### src/rtl/rr_lock_arbiter.sv
// Four-requester round-robin arbiter with lock-until-done grants and a hold-time limit.
// A grant lasts until the owner signals done, drops its request, or holds it for MAX_HOLD cycles.
module rr_lock_arbiter #(
   parameter int MAX_HOLD = 16
) (
   input  logic       clk,
   input  logic       rst,
   input  logic [3:0] req,
   input  logic [3:0] done,
   output logic [3:0] grant,
   output logic [1:0] grant_id,
   output logic       busy,
   output logic       timeout
);

   typedef enum logic {
      IDLE  = 1'b0,
      GRANT = 1'b1
   } state_t;

   localparam logic [7:0] HOLD_LAST = 8'(MAX_HOLD - 1);

   state_t     state_r;
   state_t     state_nxt_s;
   logic [7:0] hold_cnt_r;
   logic [7:0] hold_cnt_nxt_s;
   logic [1:0] last_id_r;
   logic [1:0] last_id_nxt_s;
   logic [1:0] cand_s;
   logic [1:0] sel_id_s;
   logic       sel_valid_s;
   logic       release_s;
   logic       forced_s;
   logic [3:0] grant_nxt_s;
   logic [1:0] grant_id_nxt_s;
   logic       busy_nxt_s;
   logic       timeout_nxt_s;

   // Rotating-priority pick: walk offsets from farthest to nearest so the nearest requester wins.
   always_comb begin
      cand_s      = 2'd0;
      sel_id_s    = 2'd0;
      sel_valid_s = |req;
      for (int i = 4; i >= 1; i--) begin
         cand_s   = last_id_r + 2'(i);
         sel_id_s = req[cand_s] ? cand_s : sel_id_s;
      end
   end

   // Next-state logic: arbitration in IDLE, release rules in GRANT.
   always_comb begin
      state_nxt_s    = state_r;
      hold_cnt_nxt_s = hold_cnt_r;
      last_id_nxt_s  = last_id_r;
      release_s      = 1'b0;
      forced_s       = 1'b0;
      case (state_r)
         IDLE: begin
            if (sel_valid_s) begin
               state_nxt_s    = GRANT;
               hold_cnt_nxt_s = 8'd0;
            end else begin
               state_nxt_s    = IDLE;
            end
         end
         GRANT: begin
            // A done at the hold limit is a normal release, so it is tested first.
            if (done[grant_id] || !req[grant_id]) begin
               release_s = 1'b1;
            end else if (hold_cnt_r == HOLD_LAST) begin
               release_s = 1'b1;
               forced_s  = 1'b1;
            end else begin
               hold_cnt_nxt_s = hold_cnt_r + 8'd1;
            end
            if (release_s) begin
               state_nxt_s    = IDLE;
               last_id_nxt_s  = grant_id;
               hold_cnt_nxt_s = 8'd0;
            end else begin
               state_nxt_s    = GRANT;
            end
         end
         default: begin
            state_nxt_s    = IDLE;
            hold_cnt_nxt_s = 8'd0;
         end
      endcase
   end

   // Output decode for the values that are registered on the next edge.
   always_comb begin
      grant_nxt_s    = 4'd0;
      grant_id_nxt_s = 2'd0;
      busy_nxt_s     = 1'b0;
      timeout_nxt_s  = forced_s;
      if (state_nxt_s == GRANT) begin
         if (state_r == IDLE) begin
            grant_id_nxt_s = sel_id_s;
         end else begin
            grant_id_nxt_s = grant_id;
         end
         grant_nxt_s = 4'b0001 << grant_id_nxt_s;
         busy_nxt_s  = 1'b1;
      end else begin
         grant_nxt_s    = 4'd0;
         grant_id_nxt_s = 2'd0;
         busy_nxt_s     = 1'b0;
      end
   end

   // State and output registers; reset leaves requester 0 with top priority.
   always_ff @(posedge clk or posedge rst) begin
      if (rst) begin
         state_r    <= IDLE;
         hold_cnt_r <= 8'd0;
         last_id_r  <= 2'd3;
         grant      <= 4'd0;
         grant_id   <= 2'd0;
         busy       <= 1'b0;
         timeout    <= 1'b0;
      end else begin
         state_r    <= state_nxt_s;
         hold_cnt_r <= hold_cnt_nxt_s;
         last_id_r  <= last_id_nxt_s;
         grant      <= grant_nxt_s;
         grant_id   <= grant_id_nxt_s;
         busy       <= busy_nxt_s;
         timeout    <= timeout_nxt_s;
      end
   end

endmodule

### config.mk
export PLATFORM = sky130hd
export DESIGN_NAME = rr_lock_arbiter
export DESIGN_NICKNAME = d
export VERILOG_FILES = /design/src/rtl/rr_lock_arbiter.sv
export SDC_FILE = /design/constraint.sdc
export NUM_CORES = 1
export LEC_CHECK = 0
export ABC_CLOCK_PERIOD_IN_PS = 2500
export BUFFER_PORTS_ARGS = -buffer_cell sky130_fd_sc_hd__buf_2
export CAP_MARGIN = 10
export CORE_MARGIN = 1
export CORE_UTILIZATION = 52
export DETAILED_ROUTE_END_ITERATION = 8
export GPL_TIMING_DRIVEN = 0
export PLACE_DENSITY = 0.76
export SLEW_MARGIN = 10
export SYNTH_ARGS = -nofsm -noshare
export SYNTH_HDL_FRONTEND = slang
export SYNTH_SLANG_ARGS = --single-unit
### constraint.sdc
create_clock -name clk -period 2.5 [get_ports clk]
set_clock_uncertainty 0.15 [all_clocks]
set_input_delay 0.25 -clock clk [delete_from_list [all_inputs] [get_ports clk]]
set_output_delay 0.25 -clock clk [all_outputs]
set_load 0.03 [all_outputs]
==> impl_metrics.yaml <==
synthesis:
  syn_avg_cell_area_um2: 10.2
  synth.yosys.warnings: 0
  syn_inst: 92
  ys_types: 36
  ys_seq_area_share_pct: 48.5
  ys_ff_latch: 18
  syn-num-nets: 103
  syn-cell-area_um2: 935
grt:
  grt_use_met2_pct: 40.3
  met3_usage_pct: 5.31
  grt_pass1_wl_um: 3150
  grt_pass1_vias: 745
  overflow: 0
  grt_antenna_before_repair: 0
  grt_start_max_net_pins: 19
  met1_usage_pct: 24.6
  grt_usage_pct: 22.8
  busiest_layer: "met2"
pwr:
  power_density_mw_per_mm2: 973
  netSwitchingPower_w: 0.000439
  clock_power_share_pct: 17.2
  share_seq_of_total_power_pct: 40.5
  total_power_w: 0.00107
  swShare_pct: 41.2
  ir_drop_v: 0.000727
  power_frac_comb_pct: 42.3
  p_int_w: 0.000627
  power_leakage_nw: 0.546
worst_setup_path:
  timing_worst_setup_path_type: "reg2reg"
  worstPathRequired_ns: 2.60
  cp.arrival_ns: 2.15
  worstSetupEndpointType: "flip-flop"
  r2r-start: "grant_id[1]"
  critical_path.startpoint: "grant_id[1]"
  critPathLaunchType: "flip-flop"
  cp_max_fo: 9
cts:
  path_clk_slew_ns: 0.10
  cts_buffers: 3
  cts.sink_count: 18
  cts-root-buf: "clkbuf_4"
  cts_tree: "built"
  ctsResizeCount: 0
  htreeDepth: 1
  clk_latency_ns: 0.30
  clockBufferDepth: 2
placed_design:
  place_hpwl_um: 1390
  port-buffer-count: 17
  placed_cells: 133
  dpl_cell_area_mm2: 0.00105
  gp_congestion: 0.790
timing:
  fmax_mhz: 487
  layout_min_cycle_time_ns: 2.05
  setup_tns_ns: 0
  tightest_slew_ns: 0.746
  rsz0062_at_grt: "no"
  setup_violations: 0
  fin_crit_sh_pct: 82.1
  hold_viol: 0
  relSlewSlack_pct: 49.8
  drv_slew: 0
detailed_routing:
  dr_total_vias: 809
  dr.pass1.iters: 4
  drcViolationCount: 0
  drt-wirelength-per-cell_um: 14.6
  postRouteAntennaNets: 0
  vias_per_cell: 5.86
  drt-initial-drc-count: 23
  wirelength_um: 2020
floorplanning:
  die-area_mm2: 0.00197
  io_pins: 18
  start_util_pct: 58.6
  die_w_um: 44.4
  row_count: 14
  coreArea_mm2: 0.00159
  die_h_um: 44.4
cells_and_area:
  finalInstanceArea_mm2: 0.00110
  syn_to_final_growth_pct: 17.3
  final-instance-count-excl-fill: 138
  antenna_cells: 0
  final_nets: 126
  drive_gt1_share_pct: 26.3
job:
  drv_cap: 0
worst_hold_path:
  hold_start: "req[3]"
  hp-class: "in2reg"
status:
  status: "finished, final reports clean"
[state kept, by name, summed over array words and instances (netlist names)]
name,flops
hold_cnt_r,8
grant,4
grant_id,2
last_id_r,2
busy,1
timeout,1
[synthesized netlist by cell type]
cell type,number,area (um^2)
dfrtp_1,16,400
nand2b_1,7,43.8
nor2_1,7,26.3
nand2_1,6,22.5
inv_1,4,15.0
nor2b_1,4,25.0
a21o_1,3,22.5
a21oi_1,3,15.0
a22o_1,3,26.3
nor3_1,3,15.0
o21ai_1,3,15.0
and3_1,2,12.5
dfstp_2,2,52.6
mux2_2,2,22.5
nand3_1,2,10.0
nor3b_1,2,15.0
o21ai_0,2,10.0
or3_1,2,12.5
or4_1,2,15.0
a211o_1,1,8.76
a221oi_1,1,8.76
a31oi_1,1,6.26
buf_6,1,11.3
clkbuf_1,1,3.75
ha_1,1,12.5
mux4_2,1,22.5
nand3b_1,1,7.51
nor3b_2,1,12.5
nor4_1,1,6.26
o211ai_1,1,7.51
o211ai_2,1,12.5
o21a_1,1,7.51
o22a_1,1,8.76
o22ai_1,1,6.26
or2_2,1,6.26
or3b_1,1,8.76
[repair_timing]
item	in CTS	in global routing
setup buffers	0	0
hold buffers	1	0
endpoints found under the hold margin	16	0
[metrics by stage]
step / hold slack, ns / utilization [%] / setup WS, ns
6_report: 0.232 / 68.8 / 0.447
3_5_place_dp: 0.240 / 65.9 / 0.471
4_1_cts: 0.223 / 68.8 / 0.441
2_1_floorplan: 0.0371 / - / 0.400
3_3_place_gp: 0.221 / 65.9 / 0.526
5_1_grt: 0.291 / 68.8 / 0.380
[final cells by class]
class	instances	area [um^2]
Tap cell	24	30.0
Timing Repair Buffer	18	95.1
Buffer	2	15.0
Clock buffer	4	36.3
Multi-Input combinational cell	68	452
Sequential cell	18	453
Fill cell	135	498
Inverter	4	15.0
[cell usage in the layout, fill, tap and decap left out, types with 2 or more instances in the layout]
master	count
nand3_1	2
nand2_1	6
inv_1	4
a22o_1	3
clkbuf_4	3
or4_1	2
o21ai_0	2
buf_2	17
nor3b_1	2
dfrtp_1	16
a21oi_1	3
a21o_1	3
dfstp_2	2
nand2b_1	7
mux2_2	2
nor2_1	7
nor3_1	3
or3_1	2
nor2b_1	4
o21ai_1	3
and3_1	2
[kinds of logic (layout without fill, tap and decap cells)]
group                      after synthesis  after routing  share of synthesized area, %
muxes                                    3              3                          4.82
AOI/OAI and AO/OA                       22             22                          16.6
and+or+nand+nor                         42             42                          25.6
buffers and inverters                    6             28                          3.21
DFF                                     18             18                          48.5
adders and majority gates                1              1                          1.34
[worst max-delay path, cell delays in order (launching register included)]
cell	delay (ns)
dfrtp_1	0.44
mux4_2	0.54
or3b_1	0.40
buf_6	0.15
nor3b_2	0.21
a21o_1	0.11
[worst paths after layout]
check / to / slack, ns / cells past startpoint
max in group asynchronous: hold_cnt_r[6] / 1.33 / 3
worst min-delay path: hold_cnt_r[0] / 0.23 / 4
worst max register to register: hold_cnt_r[2] / 0.45 / 5
worst min register to register: hold_cnt_r[0] / 0.38 / 1
min in group asynchronous: busy / 0.44 / 3
worst max-delay path: hold_cnt_r[2] / 0.45 / 5
[power by group through the flow]
stage	registers (W)	clock network (W)	logic, W
3_3_place_gp	0.000430	0	0.000435
5_1_grt	0.000439	0.000196	0.000486
2_1_floorplan	0.000519	0	0.000238
6_report	0.000432	0.000183	0.000451
3_5_place_dp	0.000434	0	0.000440
4_1_cts	0.000430	0.000189	0.000451
[per-layer routing]
layer  wire (um)  up-vias
li1            -      381
met1         780      392
met2        1090       26
met3          86       10
met4          57        0
met5           0        -
Note: power is estimated with default switching activity, not from simulation.
